<file path="config.mk">
export PLATFORM = sky130hd
export DESIGN_NAME = pc_sequencer_flat
export DESIGN_NICKNAME = d
export VERILOG_FILES = /design/src/rtl/pc_sequencer_pkg.sv /design/src/rtl/pc_sequencer_if.sv /design/src/rtl/pc_sequencer_next_sel.sv /design/src/rtl/pc_sequencer.sv /design/src/flat_wrapper.sv
export SDC_FILE = /design/constraint.sdc
export NUM_CORES = 1
export LEC_CHECK = 0
export ABC_AREA = 1
export CAP_MARGIN = 15
export CORE_MARGIN = 2
export CORE_UTILIZATION = 43
export CTS_CLUSTER_SIZE = 16
export DETAILED_ROUTE_END_ITERATION = 8
export PLACE_DENSITY = 0.73
export SYNTH_ARGS = -nofsm -noshare
export SYNTH_HDL_FRONTEND = slang
export SYNTH_SLANG_ARGS = --single-unit
</file>
<file path="constraint.sdc">
create_clock -name clk -period 4 [get_ports clk]
set_input_delay 0.4 -clock clk [delete_from_list [all_inputs] [get_ports clk]]
set_output_delay 0.4 -clock clk [all_outputs]
set_load 0.005 [all_outputs]
</file>
<file path="src/rtl/pc_sequencer_pkg.sv">
// Shared types and alignment helpers for the PC sequencer.
package pc_pkg;

  typedef enum logic [1:0] {
    ST_BOOT  = 2'd0,
    ST_FETCH = 2'd1,
    ST_HALT  = 2'd2
  } pc_state_e;

  // Number of low address bits that must be zero for a legal fetch address.
  localparam int unsigned ALIGN_BITS_IALIGN2 = 1;
  localparam int unsigned ALIGN_BITS_IALIGN4 = 2;

  function automatic int unsigned align_bits(input int unsigned ialign);
    return (ialign == 2) ? ALIGN_BITS_IALIGN2 : ALIGN_BITS_IALIGN4;
  endfunction

endpackage

</file>
<file path="src/rtl/pc_sequencer_if.sv">
// Fetch request channel between the PC sequencer and instruction memory.
interface pc_sequencer_if #(
  parameter int unsigned XLEN = 32
);
  logic            req_valid;
  logic [XLEN-1:0] req_addr;
  logic            req_ready;

  modport master (output req_valid, output req_addr, input req_ready);
  modport slave  (input req_valid, input req_addr, output req_ready);
endinterface

</file>
<file path="src/rtl/pc_sequencer_next_sel.sv">
// Next-pc priority mux: trap > redirect > handshake increment > hold.
module pc_next_sel
  import pc_pkg::*;
#(
  parameter int unsigned    XLEN        = 32,
  parameter logic [XLEN-1:0] TRAP_VECTOR = 'h0000_0100,
  parameter int unsigned    IALIGN      = 4
) (
  input  logic [XLEN-1:0] pc_i,
  input  logic            trap_i,
  input  logic            redirect_valid_i,
  input  logic [XLEN-1:0] redirect_target_i,
  input  logic            handshake_i,
  output logic [XLEN-1:0] pc_next_o,
  output logic            misalign_o
);

  localparam int unsigned AB = align_bits(IALIGN);

  logic unaligned;
  assign unaligned = |redirect_target_i[AB-1:0];

  // Select the next fetch address and flag misaligned redirects
  always_comb begin
    pc_next_o  = pc_i;
    misalign_o = 1'b0;
    if (trap_i) begin
      pc_next_o = TRAP_VECTOR;
    end else if (redirect_valid_i) begin
      if (unaligned) begin
        pc_next_o  = TRAP_VECTOR;
        misalign_o = 1'b1;
      end else begin
        pc_next_o = redirect_target_i;
      end
    end else if (handshake_i) begin
      pc_next_o = pc_i + XLEN'(IALIGN);
    end
  end

endmodule

</file>
<file path="src/rtl/pc_sequencer.sv">
// Instruction fetch PC sequencer: BOOT/FETCH/HALT control with a held
// request while memory back-pressures.
module pc_sequencer
  import pc_pkg::*;
#(
  parameter int unsigned     XLEN         = 32,
  parameter logic [XLEN-1:0] RESET_VECTOR = 'h0000_0000,
  parameter logic [XLEN-1:0] TRAP_VECTOR  = 'h0000_0100,
  parameter int unsigned     IALIGN       = 4
) (
  input  logic              clk,
  input  logic              rst_n,
  input  logic              stall_i,
  input  logic              halt_i,
  input  logic              redirect_valid_i,
  input  logic [XLEN-1:0]   redirect_target_i,
  input  logic              trap_i,
  pc_sequencer_if.master    fetch_if,
  output logic              issued_o,
  output logic [XLEN-1:0]   issued_pc_o,
  output logic              misalign_o
);

  pc_state_e       state_q, state_d;
  logic [XLEN-1:0] pc_q, pc_d;
  logic            pending_q, pending_d;
  logic            issued_q, misalign_q;
  logic [XLEN-1:0] issued_pc_q;
  logic            handshake, trap_eff, redir_eff, misalign_d;

  // Trap and redirect are only honoured once out of BOOT.
  assign trap_eff  = trap_i & (state_q != ST_BOOT);
  assign redir_eff = redirect_valid_i & (state_q != ST_BOOT);
  assign handshake = fetch_if.req_valid & fetch_if.req_ready;

  pc_next_sel #(
    .XLEN        (XLEN),
    .TRAP_VECTOR (TRAP_VECTOR),
    .IALIGN      (IALIGN)
  ) u_next_sel (
    .pc_i              (pc_q),
    .trap_i            (trap_eff),
    .redirect_valid_i  (redir_eff),
    .redirect_target_i (redirect_target_i),
    .handshake_i       (handshake),
    .pc_next_o         (pc_d),
    .misalign_o        (misalign_d)
  );

  // State register
  always_ff @(posedge clk or negedge rst_n) begin
    if (!rst_n) state_q <= ST_BOOT;
    else        state_q <= state_d;
  end

  // Next-state logic
  always_comb begin
    state_d = state_q;
    case (state_q)
      ST_BOOT:  state_d = ST_FETCH;
      ST_FETCH: begin
        if (trap_eff || redir_eff) state_d = ST_FETCH;
        else if (halt_i)           state_d = ST_HALT;
      end
      ST_HALT:  if (trap_eff || redir_eff) state_d = ST_FETCH;
      default:  state_d = ST_BOOT;
    endcase
  end

  // Request outputs, combinational from registers and stall
  always_comb begin
    fetch_if.req_valid = (state_q == ST_FETCH) && (pending_q || !stall_i);
    fetch_if.req_addr  = pc_q;
  end

  // Pending request tracking; halt entry drops an unaccepted request
  always_comb begin
    pending_d = pending_q;
    if (state_q != ST_FETCH || trap_eff || redir_eff || handshake) begin
      pending_d = 1'b0;
    end else if (halt_i) begin
      pending_d = 1'b0;
    end else if (fetch_if.req_valid && !fetch_if.req_ready) begin
      pending_d = 1'b1;
    end
  end

  // PC and registered status outputs
  always_ff @(posedge clk or negedge rst_n) begin
    if (!rst_n) begin
      pc_q        <= RESET_VECTOR;
      pending_q   <= 1'b0;
      issued_q    <= 1'b0;
      issued_pc_q <= '0;
      misalign_q  <= 1'b0;
    end else begin
      pc_q        <= pc_d;
      pending_q   <= pending_d;
      issued_q    <= handshake;
      misalign_q  <= misalign_d;
      if (handshake) issued_pc_q <= pc_q;
    end
  end

  assign issued_o    = issued_q;
  assign issued_pc_o = issued_pc_q;
  assign misalign_o  = misalign_q;

endmodule

</file>
<file path="src/flat_wrapper.sv">
// flat-port wrapper written by rule: the top's interface ports become plain ports
module pc_sequencer_flat import pc_pkg::*;
#(
  parameter int unsigned     XLEN         = 32,
  parameter logic [XLEN-1:0] RESET_VECTOR = 'h0000_0000,
  parameter logic [XLEN-1:0] TRAP_VECTOR  = 'h0000_0100,
  parameter int unsigned     IALIGN       = 4
)
  (clk, rst_n, stall_i, halt_i, redirect_valid_i, redirect_target_i, trap_i, issued_o, issued_pc_o, misalign_o, fetch_if_req_valid, fetch_if_req_addr, fetch_if_req_ready);
  pc_sequencer_if #(.XLEN(XLEN)) fetch_if_i ();
  input  logic clk;
  input  logic rst_n;
  input  logic stall_i;
  input  logic halt_i;
  input  logic redirect_valid_i;
  input  logic [XLEN-1:0] redirect_target_i;
  input  logic trap_i;
  output logic issued_o;
  output logic [XLEN-1:0] issued_pc_o;
  output logic misalign_o;
  output wire logic [$bits(fetch_if_i.req_valid)-1:0] fetch_if_req_valid;
  output wire logic [$bits(fetch_if_i.req_addr)-1:0] fetch_if_req_addr;
  input wire logic [$bits(fetch_if_i.req_ready)-1:0] fetch_if_req_ready;
  assign fetch_if_req_valid = fetch_if_i.req_valid;
  assign fetch_if_req_addr = fetch_if_i.req_addr;
  assign fetch_if_i.req_ready = fetch_if_req_ready;
  pc_sequencer #(.XLEN(XLEN), .RESET_VECTOR(RESET_VECTOR), .TRAP_VECTOR(TRAP_VECTOR), .IALIGN(IALIGN)) u_core (.clk(clk), .rst_n(rst_n), .stall_i(stall_i), .halt_i(halt_i), .redirect_valid_i(redirect_valid_i), .redirect_target_i(redirect_target_i), .trap_i(trap_i), .fetch_if(fetch_if_i), .issued_o(issued_o), .issued_pc_o(issued_pc_o), .misalign_o(misalign_o));
endmodule
</file>
* Yosys cells after proc, flatten, opt, wreduce, memory -nomap -nowiden
Cells that the tools add are included.
** Word-level totals
- Memory bits (read-only) :: 0
- Bits of input ports :: 39
- RAM bits :: 0
- Bits in latches :: 0
- Memories kept :: 0
- Logic and storage cells :: 44
- Output and inout bits :: 67
- Bits in registers :: 69
** Cells by class
- Div/mod/pow operators :: 0
- Shift operators :: 0
- Eq/ne operators :: 5
- Reductions and logical operators :: 15
- Multiplexer cells :: 14
- Bitwise operators :: 3
- Magnitude comparators :: 0
- $add $sub $neg :: 1
- Multiply operators :: 0
** Operators with widths (number)
- 2-to-1 mux 32 bit :: 4
- adder 32 x 3 -> 32 bit (second input constant) :: 1
- 2-to-1 mux 1 bit :: 6
- 2-to-1 mux 2 bit :: 3
- one-hot mux 2 bit (3 select lines) :: 1
- nonzero test 3 bit :: 2
- logical OR 1 bit :: 5
- inequality test 2 x 1 -> 1 bit (second input constant) :: 2
- AND 1 bit :: 3
- inequality test 3 x 2 -> 1 bit (second input constant) :: 1
- equality test 2 x 1 -> 1 bit (second input constant) :: 1
- equality test 2 bit (second input constant) :: 1
- logical AND 1 bit :: 2
- zero test 1 bit :: 2
- zero test 2 bit :: 1
- AND reduction 2 bit :: 1
- nonzero test 2 bit :: 1
- OR reduction 2 bit :: 1

* Depth between registers and ports, before layout
Gate-level depths: netlist of run 1.
- Depth after elaboration :: 7
- Mapped depth :: 10
- Gate-level depth less buffers :: 10

* By module
A second synthesis of run 1 with hierarchy kept.
** Unflattened totals
- Cells, all modules :: 536
- Area, all modules :: 4021.4 sq um
** By module, submodules not included
- pc_sequencer :: area each 2371.0 sq um, times used 1, cells an instance 200, seq. area each 1726.7 sq um
- pc_next_sel :: area each 1650.3 sq um, times used 1, cells an instance 336, seq. area each 0.0 sq um

* Least setup slack after synthesis of run 1
OpenSTA, ideal clock, no wires.
- Path kind :: reg-to-reg
- Start point :: reg u_core.pc_q[3] (netlist: u_core.fetch_if.req_addr[3])
- End point :: reg u_core.pc_q[26] (netlist: u_core.fetch_if.req_addr[26])
- Buffers on the path :: 0
- Setup time :: 0.116 ns
- Period minus slack after synthesis :: 1.550 ns
- Required time :: 3.884 ns
- Data arrival time :: 1.434 ns
- Setup slack :: 2.450 ns
- Stages on the path, launching flop included :: 11
- Cells stage by stage :: dfrtp_1 ha_1 nand2_1 nor2_1 nand2_1 nor2_2 nand2_1 nand2_1 nand3_1 nand2_1 nand2_1
** On the way
- Cells in the longest elaborated chain, start to end :: 4
** RTL lines
- start: declaration :: RTL line pc_sequencer.sv:25 : logic [XLEN-1:0] pc_q, pc_d;
- start signal: assignment :: RTL line pc_sequencer.sv:97 : pc_q <= pc_d;
- adder 32 x 3 -> 32 bit :: RTL line pc_sequencer_next_sel.sv:37 : pc_next_o = pc_i + XLEN'(IALIGN);
- 2-to-1 mux 32 bit :: RTL line pc_sequencer_next_sel.sv:36 : end else if (handshake_i) begin
- 2-to-1 mux 32 bit :: RTL line pc_sequencer_next_sel.sv:29 : end else if (redirect_valid_i) begin
- 2-to-1 mux 32 bit :: RTL line pc_sequencer_next_sel.sv:27 : if (trap_i) begin
No other way between the ends. The select of a mux whose other input is x is not followed.
A chain may end at the register's enable or synchronous reset.

* Worst setup path after layout of run 1
- Start point :: reg u_core.state_q[1]
- End point :: reg u_core.pc_q[7] (netlist: u_core.fetch_if.req_addr[7])
** On the way
- Cells in the longest elaborated chain, start to end :: 4
- Elaborated cells between the ends (all ways) :: 9
- Classes of those cells :: eq/ne: 1; mux: 2; bitwise: 3; reduce/logical: 3
** RTL lines
- start: declaration :: RTL line pc_sequencer.sv:24 : pc_state_e state_q, state_d;
- start signal: assignment :: RTL line pc_sequencer.sv:53 : else state_q <= state_d;
- equality test 2 x 1 -> 1 bit / nonzero test 2 bit (equally long branches) :: RTL line pc_sequencer.sv:72, pc_sequencer.sv:32, pc_sequencer.sv:33
- logical AND 1 bit / AND 1 bit (equally long branches) :: RTL line pc_sequencer.sv:72, pc_sequencer.sv:33
- AND 1 bit / 2-to-1 mux 32 bit (equally long branches) :: RTL line pc_sequencer.sv:34, pc_sequencer_next_sel.sv:29
- nonzero test 3 bit (no line) / 2-to-1 mux 32 bit (equally long branches)
Parallel ways exist; a longest one is shown, timed or not.

==> metrics.yaml, run 1 <==
timing:
  fin_worst_skew_ps: 12.8
  hold_viol: 0
  tightest_slew_ps: 972
  rsz0062_at_grt: "false"
  fmax_ghz: 0.463
  final.setup.tns_ps: 0
  relSlewSlack_pct: 35.2
  finalCriticalPeriod_ps: 2160
  period_share_pct: 54.1
  setup_viol: 0
  finalMaxSlewViolations: 0
  hold_slack_ps: 203
critical_path:
  r2r-start: "u_core.state_q[1]"
  timing.rr.end: "u_core.fetch_if.req_addr[7]"
  r2r_slack_ps: 1840
  path_cells: "o21ai_2 -> buf_4 -> nor2_1 -> nand2_1 -> a21boi_0 -> o21ai_1"
  cpMaxStageDelayCell: "o21ai_2"
  cp.arrival_ps: 2370
  critPathLaunchType: "flop"
  cp-end-kind: "flop"
  critPathRequiredTime_ps: 4210
  path_class: "flop to flop"
  slowest_delay_ps: 730
  r2r_cells: 6
  crit_fanout: 22
floorplanning:
  die_w_um: 98.2
  coreArea_um2: 8680
  num_rows: 34
  start_util_pct: 44.0
  die_y_um: 98.2
  die_area_um2: 9650
  ioPinCount: 106
routing:
  drc: 0
  first_pass_iters: 5
  dr_total_vias: 3948
  dr_wl_met3_um: 619
  avgViaCountPerCell: 5.17
  drtAntennaViolNets: 0
  wl_per_cell_um: 14.8
  drt_iter0_markers: 282
  wl_met2_um: 5060
  top_layer_used: "met4"
  wl_um: 11300
  drt-met1-wl_um: 5340
clocking:
  clkTransAtPathRegs_ps: 80
  htree_levels: 3
  max-clock-path-buffers: 2
  post_cts_resized: 0
  root_buffer: "clkbuf_8"
  post_cts.repair.setup_buffers: 0
  clk_latency_ps: 340
  numCtsBuffers: 9
  cts_sinks: 69
  cts_tree: "built"
  cts.hold.buffers_added: 0
place:
  dpl_cell_area_um2: 4950
  numPortBuffers: 105
  dpl.cell_count: 747
  dp_hpwl_um: 8380
  gp_congestion: 0.925
logic_synthesis:
  synth_area_leaders: "dfrtp_1, nand2_1, o21ai_0, nand3_1, nor2_1"
  yosys.area.top_type: "dfrtp_1"
  synth.avg_cell_area_um2: 6.97
  ys_types: 28
  ys_ff_latch: 69
  netlist.area_leader.share_pct: 45.2
  synth_area_um2: 3820
  syn_inst: 548
  synthesis.nets: 588
  ys.flop_type: "dfrtp_1"
  yosysWarnings: 0
  synth_edf_count: 0
  ys_async_sr_fraction_pct: 100
  synth-seq-area-share_pct: 45.2
layout:
  n_antenna_cell: 0
  nFillCells: 829
  final_nets: 690
  mostFrequentLayoutCells: "nand2_1, clkdlybuf4s50_1, dfrtp_1, nor2_1, inv_1"
  drive_above_1_share_pct: 5.04
  layout_commonest_cell: "nand2_1"
  finalInstanceArea_um2: 5140
  area_growth_pct: 34.7
  finalNonFillerCells: 763
pwr:
  pwr-share-seq_pct: 38.1
  p_int_mw: 1.86
  pwr-share-comb_pct: 43.3
  p_leak_nw: 2.27
  clkPwrFrac_pct: 18.6
  cellPowerDensity_nw_per_um2: 596
  power_switching_mw: 1.20
  peakVddDrop_mv: 0.252
  netSwitchingFraction_pct: 39.2
global_route:
  grt_max_degree: 46
  track_usage_pct: 23.9
  grt.overflow.total: 0
  grt_pass1_wl_um: 18300
  grt_pass1_vias: 3661
  antenna_found_initial: 0
status:
  status: "finished clean"
min_path:
  hold_class: "primary input to asynchronous set/reset pin"
flow_run:
  cap_violations: 0
-- worst max-delay path: cells and delay by family, from the launching register on --
kind | cells | cell delay, ps
compound gates | 3 | 990
flops | 1 | 450
simple gates | 2 | 190
buf+inv | 1 | 390
-- sequential cells by signal (all words and copies together) (netlist names) --
register,flops
u_core.state_q,2
u_core.misalign_o,1
u_core.fetch_if.req_addr,32
u_core.issued_o,1
u_core.pending_q,1
u_core.issued_pc_o,32
-- logic make-up after synthesis --
| logic type | after synthesis | synth area share [%] |
|---|---|---|
| AND/OR/NAND/NOR | 330 | 35.9 |
| AO/OA/AOI/OAI | 77 | 10.7 |
| buffers and inverters | 69 | 7.41 |
| flip-flops | 69 | 45.2 |
| XOR/XNOR | 2 | 0.459 |
| adder cells (fa/ha/maj) | 1 | 0.328 |
-- cell usage after synthesis, drive strengths merged (2+ instances only) --
library cell	count
dfrtp	69
xor2	2
buf	5
nor2	69
o22ai	2
inv	51
a21oi	19
clkbuf	13
nand3	47
and2	3
o21ai	53
nand2	209
-- power by group through the flow --
stage	registers (mW)	logic, mW	clock network, mW
floorplan	1.13	0.671	0
global placement	1.17	1.30	0
finish	1.17	1.33	0.570
detailed placement	1.17	1.33	0
CTS	1.16	1.34	0.581
global route	1.20	1.48	0.613
-- through the flow --
| step | utilization, % | power (mW) | worst slack, ps |
|---|---|---|---|
| after global routing | 59.3 | 3.29 | 1710 |
| after global placement | 57.1 | 2.47 | 1780 |
| final | 59.3 | 3.07 | 1840 |
| after CTS | 59.3 | 3.08 | 1840 |
| after detailed placement | 57.1 | 2.50 | 1710 |
| after floorplan | - | 1.80 | 2450 |
-- worst max path at each step --
stage                     depth (start not counted)                            to  slack [ps]                   startpoint
after CTS                                         6   u_core.fetch_if.req_addr[7]        1840            u_core.state_q[1]
after detailed placement                          9  u_core.fetch_if.req_addr[11]        1710             redirect_valid_i
after global routing                              6   u_core.fetch_if.req_addr[7]        1710            u_core.state_q[1]
after global placement                            9  u_core.fetch_if.req_addr[11]        1780             redirect_valid_i
final                                             6   u_core.fetch_if.req_addr[7]        1840            u_core.state_q[1]
after floorplan                                  10  u_core.fetch_if.req_addr[26]        2450  u_core.fetch_if.req_addr[3]
-- routing by layer --
layer	global-route usage, %	vias up
li1	-	1937
met1	34.7	1846
met2	36.7	145
met3	3.22	20
met4	9.27	0
met5	0	-
-- area by class of cell --
cell class | count | area [µm²] | share of cell area [%]
flip-flops and latches | 69 | 1730 | 33.6
clock buffers | 12 | 145 | 2.82
well taps | 108 | 135 | 2.63
multi-input cells | 410 | 1820 | 35.4
clock inverters | 4 | 47.5 | 0.924
repair buffers | 109 | 1080 | 20.9
inverters | 51 | 194 | 3.77
Note: power is estimated with default switching activity, not from simulation.
==> run 2, diff against run 1 <==
Settings changed: PLACE_DENSITY 0.73 to 0.76.
Clock period 4 ns to 1.85 ns, I/O delays scaled along.
==> run 2 against run 1 <==
Against the previous run: setup slack got worse by 1800 ps; combinational power increased by 140%; final cell count increased by 2.0%; critical path depth decreased by 2; clock-buffer cell count decreased by 1; core utilization increased by 2.5 points; sequential power increased by 110%; clock skew decreased by 2.3 ps; sequential share of layout area decreased by 1.3 points; flip-flop and latch count unchanged; total power increased by 130%; routed wire length increased by 3.1%; largest cell class unchanged; highest routed layer unchanged.
==> metrics.yaml, run 2 (synthesis gave the netlist of run 1 again) <==
layout:
  fin_util_pct: 61.8  # +2.5 points
  n_antenna_cell: 0  # unchanged
  mostFrequentLayoutCells: "nand2_1, clkdlybuf4s50_1, dfrtp_1, nor2_1, inv_1"
  nFillCells: 769  # -7.2%
  area_growth_pct: 40.4
  final_nets: 705  # +2.2%
  finalInstanceArea_um2: 5360  # +4.2%
  layout_commonest_cell: "nand2_1"
  drive_above_1_share_pct: 8.06  # +3.0 points
timing:
  setup_viol: 0  # unchanged
  rsz0062_at_grt: "false"
  period_share_pct: 95.8
  fin_worst_skew_ps: 10.4  # -2.31 ps
  fmax_ghz: 0.564
  hold_viol: 0  # unchanged
  relSlewSlack_pct: 75.6  # +40 points
  tightest_slew_ps: 365  # -607 ps
  finalCriticalPeriod_ps: 1770
  finalMaxSlewViolations: 0  # unchanged
  layout_setup_ws_ps: 78.5  # -1760 ps
  final.setup.tns_ps: 0  # unchanged
floorplanning:
  die_w_um: 98.2  # unchanged
  coreArea_um2: 8680  # unchanged
  start_util_pct: 44.0  # unchanged
  die_y_um: 98.2  # unchanged
  die_area_um2: 9650  # unchanged
  ioPinCount: 106  # unchanged
  num_rows: 34  # unchanged
critical_path:
  critPathLaunchType: "flop"
  crit_fanout: 4  # -82%
  r2r_slack_ps: 130  # -1710 ps
  critPathRequiredTime_ps: 1660  # -2550 ps
  r2r-start: "u_core.fetch_if.req_addr[3]"
  cp.arrival_ps: 1590  # -780 ps
  cp-startpoint: "u_core.state_q[1]"
  cp-end-kind: "primary output"
  path_class: "flop to primary output"
  timing.rr.end: "u_core.fetch_if.req_addr[30]"
  r2r_cells: 10  # +4
clocking:
  numCtsBuffers: 9  # unchanged
  cts_tree: "built"
  clk_latency_ps: 340  # about the same
  cts_sinks: 69  # unchanged
  max-clock-path-buffers: 2  # unchanged
  clkTransAtPathRegs_ps: 80  # about the same
  root_buffer: "clkbuf_8"
  htree_levels: 3  # unchanged
place:
  gp_congestion: 0.967  # +4.6%
  dp_slack_ps: 39.6  # -1670 ps
  numPortBuffers: 105  # unchanged
  dp_hpwl_um: 8630  # +2.9%
  dpl_cell_area_um2: 5050  # +2.0%
pwr:
  p_int_mw: 4.33  # +130%
  power_switching_mw: 2.78  # +130%
  p_leak_nw: 2.36  # +4.0%
  clkPwrFrac_pct: 19.6  # +1.0 points
  netSwitchingFraction_pct: 39.1  # -0.12 points
  cellPowerDensity_nw_per_um2: 1330  # +120%
  pwr-share-comb_pct: 45.3  # +2.0 points
  pwr-share-seq_pct: 35.1  # -3.0 points
  peakVddDrop_mv: 0.504  # +100%
global_route:
  grt.overflow.total: 0  # unchanged
  use_met1_pct: 34.6  # about the same
  grt_pass1_vias: 3889  # +6.2%
  use_met3_pct: 4.08  # +0.86 points
  track_usage_pct: 24.2  # +0.28 points
  antenna_found_initial: 0  # unchanged
  grt_max_degree: 70  # +52%
  met2_usage_pct: 37.5  # +0.74 points
  grt-busiest-layer: "met2"
  grt_pass1_wl_um: 18700  # +2.3%
routing:
  wl_um: 11600  # +3.1%
  avgViaCountPerCell: 5.24  # +1.3%
  drc: 0  # unchanged
  drtAntennaViolNets: 0  # unchanged
  first_pass_iters: 5  # unchanged
  dr_total_vias: 4079  # +3.3%
  drt_iter0_markers: 378  # +34%
  wl_per_cell_um: 14.9  # +1.1%
min_path:
  hold_class: "primary input to asynchronous set/reset pin"
status:
  status: "finished clean"
flow_run:
  cap_violations: 0  # unchanged
==> run 2: critical path: stages (launching register included) <==
cell,delay (ps)
dfrtp_2,460
nor2_4,160
nand2_1,90
inv_1,50
clkdlybuf4s50_1,490
==> run 2: stage by stage <==
| stage | power (mW) | std cells | hold WS, ps |
|---|---|---|---|
| after global routing | 7.57 | 778 | 413 |
| final | 7.11 | 778 | 372 |
| after detailed placement | 5.58 | 757 | 236 |
| after floorplan | 3.90 | 548 | -111 |
| after global placement | 5.48 | 757 | 227 |
| after CTS | 6.99 | 775 | 400 |
==> run 2: how the worst max path moves through the flow <==
stage | endpoint | slack [ps] | cells past startpoint
after floorplan | u_core.fetch_if.req_addr[26] | 300 | 10
after global placement | u_core.fetch_if.req_addr[26] | 70 | 10
after detailed placement | u_core.fetch_if.req_addr[26] | 40 | 10
after CTS | u_core.fetch_if.req_addr[26] | 20 | 10
after global routing | u_core.fetch_if.req_addr[12] | 8 | 9
final | fetch_if_req_valid | 80 | 4
==> run 2: cell type report <==
cell class,count,area (µm²),share of cell area [%]
clock inverters,5,83.8,1.56
clock buffers,11,141,2.64
well taps,108,135,2.52
inverters,51,194,3.62
flip-flops and latches,69,1730,32.2
repair buffers,123,1210,22.6
multi-input cells,411,1870,34.9
==> run 2: power groups by stage <==
stage / combinational [mW] / clock [mW] / sequential (mW)
floorplan: 1.45 / 0 / 2.45
global placement: 2.98 / 0 / 2.50
detailed placement: 3.07 / 0 / 2.51
CTS: 3.11 / 1.40 / 2.48
global route: 3.55 / 1.46 / 2.56
finish: 3.22 / 1.39 / 2.50
==> run 2: metal layers <==
metal	vias up	share of wire (%)
li1	1963	-
met1	1881	44
met2	204	45
met3	31	8.0
met4	0	2.5
met5	-	0
==> run 2: what timing repair did <==
item                                    in CTS  in global routing
endpoints found under the setup margin       1                 21
pin swaps                                    0                  2
buffers inserted                             1                  2
hold endpoints to repair                    69                  0
gates cloned                                 0                  1
resized for setup                            1                 11
hold buffers                                 1                  0
==> run 3, diff against run 2 <==
Settings changed: HOLD_SLACK_MARGIN set to 0.05.
==> results of run 3 <==
No change in the layout: final DEF, timing and power equal those of run 2.
==> patch (flow settings as in run 3) <==
Make the reset (`rst_n`) synchronous in 2 clocked blocks.
--- a/src/rtl/pc_sequencer.sv
+++ b/src/rtl/pc_sequencer.sv
@@ -48,7 +48,7 @@
   );
 
   // State register
-  always_ff @(posedge clk or negedge rst_n) begin
+  always_ff @(posedge clk) begin
     if (!rst_n) state_q <= ST_BOOT;
     else        state_q <= state_d;
   end
@@ -86,7 +86,7 @@
   end
 
   // PC and registered status outputs
-  always_ff @(posedge clk or negedge rst_n) begin
+  always_ff @(posedge clk) begin
     if (!rst_n) begin
       pc_q        <= RESET_VECTOR;
       pending_q   <= 1'b0;
Formal check against the unedited RTL: differs if rst_n is asserted again (counterexample within 4 cycles, from zero or initial values and one cycle with rst_n low); with rst_n held inactive, the same outputs for 10 cycles.
==> patch against run 3 <==
- final area down 8.2%
- sequential share of layout area down 4.1 points
- routed wire length down 5.2%
- clock skew down 1.6 ps
- global-route usage up 1.1 points
- worst setup slack better by 32 ps
- area after synthesis down 8.0%
- sequential cell count unchanged
Power is not compared: it rests on default switching activity, and its combinational part moved more than twofold at a synthesized area within 25%.
==> patch: results (changes against run 3) <==
share of layout cells above drive strength 1=11.1% (+3.0 points); pin count of the biggest net entering global routing=28 (-60%); cell area after placement=4690 µm² (-7.0%); FF+latch area=1380 µm² (-20%); Switching Share=27.5%; H-Tree Depth=3 (unchanged); status=completed; Yosys cell types=34 (+21%); Mapped Nets=548 (-6.8%); Pre-antenna DRT Iters=5 (unchanged); clk cell area share=4.55% (+0.35 points); core area=7810 µm² (-10%); DR vias/cell=5.28 (+0.75%); met1 usage=31.6% (-3.1 points); global-route wire length before repair=17,800 µm (-4.9%); top cells by area, synth=dfxtp_1 (39%), nand2_1 (13%), a21oi_1 (11%); post-placement setup slack=117 ps (+77.8 ps); highest net fanout along the worst path=6 (+2); number of sequential cells=69 (unchanged); Largest cell class=multi-input combinational cells; Critical Path Start=u_core.state_q[0]$_SDFFE_PN0P_; synth cell count leaders=nand2_1 (122), a21oi_1 (76), dfxtp_1 (69), o21ai_0 (52), nor2_1 (42); Avg Cell Area, Syn=6.91 µm² (-0.75%); Synth Area in Compound Gates=23.1% (+12 points); fill count=711 (-7.5%); placer congestion estimate=0.938 (-3.0%); fin nets=659 (-6.5%); Plain + repair buffers=124 (+0.81%); dominant synthesized flop cell=dfxtp_1; Synth Area in Adders=0.356% (+0.028 points); met2 Usage GRT=45.4% (+7.9 points); GRT Max-Usage Layer=met2; post-CTS sizing=0 (-1); comb_multi_in=377 (-8.3%); gr usage total=25.4% (+1.1 points); power density over the cells=757 nW/µm²; final wirelength=11,000 µm (-5.2%); Data buffer area share=24.8% (+2.2 points); ys async rst share=0% (-100 points); RR Startpoint=u_core.fetch_if.req_addr[3]$_SDFFE_PP0P_; initial DRC count=245 (-35%); Worst path max stage delay=480 ps; min-delay worst type=in -> reg; CP Data Arrival Time=1550 ps (-40 ps); CLK BUF=10 (-1); clock share of power=37.4%; Fin Clk Skew=8.84 ps (-1.60 ps); initial antenna violation count=0 (unchanged); multi-input logic area=1820 µm² (-2.4%); post-synthesis xor/xnor area fraction=0.249% (-0.21 points); R2R cell count=9 (-1); Worst Tran Pin Value=508 ps (+142 ps); post-DP HPWL=8130 µm (-5.7%); number of setup buffers added after CTS=0 (-1); post-synthesis sequential area ratio=39.3% (-5.9 points); GR Util met3=4.23% (+0.15 points); inverters=38 (-25%); Post-Place Cells=710 (-6.2%)
[patch: changes by cell type after synthesis, sizes merged, moves of 3 or more]
cell / run 3 / this run
nand3: 47 / 40
dfxtp: 0 / 69
clkbuf: 13 / 4
dfrtp: 69 / 0
a21oi: 19 / 86
or2: 0 / 4
nand2: 209 / 126
o211ai: 0 / 3
nor2: 69 / 51
inv: 51 / 37
buf: 5 / 20
[patch: worst paths after layout]
| check | endpoint | slack (ps) |
|---|---|---|
| setup reg to reg | u_core.fetch_if.req_addr[28]$_SDFFE_PP0P_ | 120 |
| hold reg to reg | u_core.issued_pc_o[3]$_SDFFE_PN0P_ | 470 |
| setup / recovery | fetch_if_req_valid | 110 |
| hold / removal | u_core.fetch_if.req_addr[2]$_SDFFE_PP0P_ | 410 |
[patch: metal layers]
layer  share of wire (%)  wire (µm)  vias up
li1                    -          -     1907
met1                  44       4840     1777
met2                  49       5350      137
met3                 6.4        705       14
met4                 1.0        111        0
met5                   0          0        -
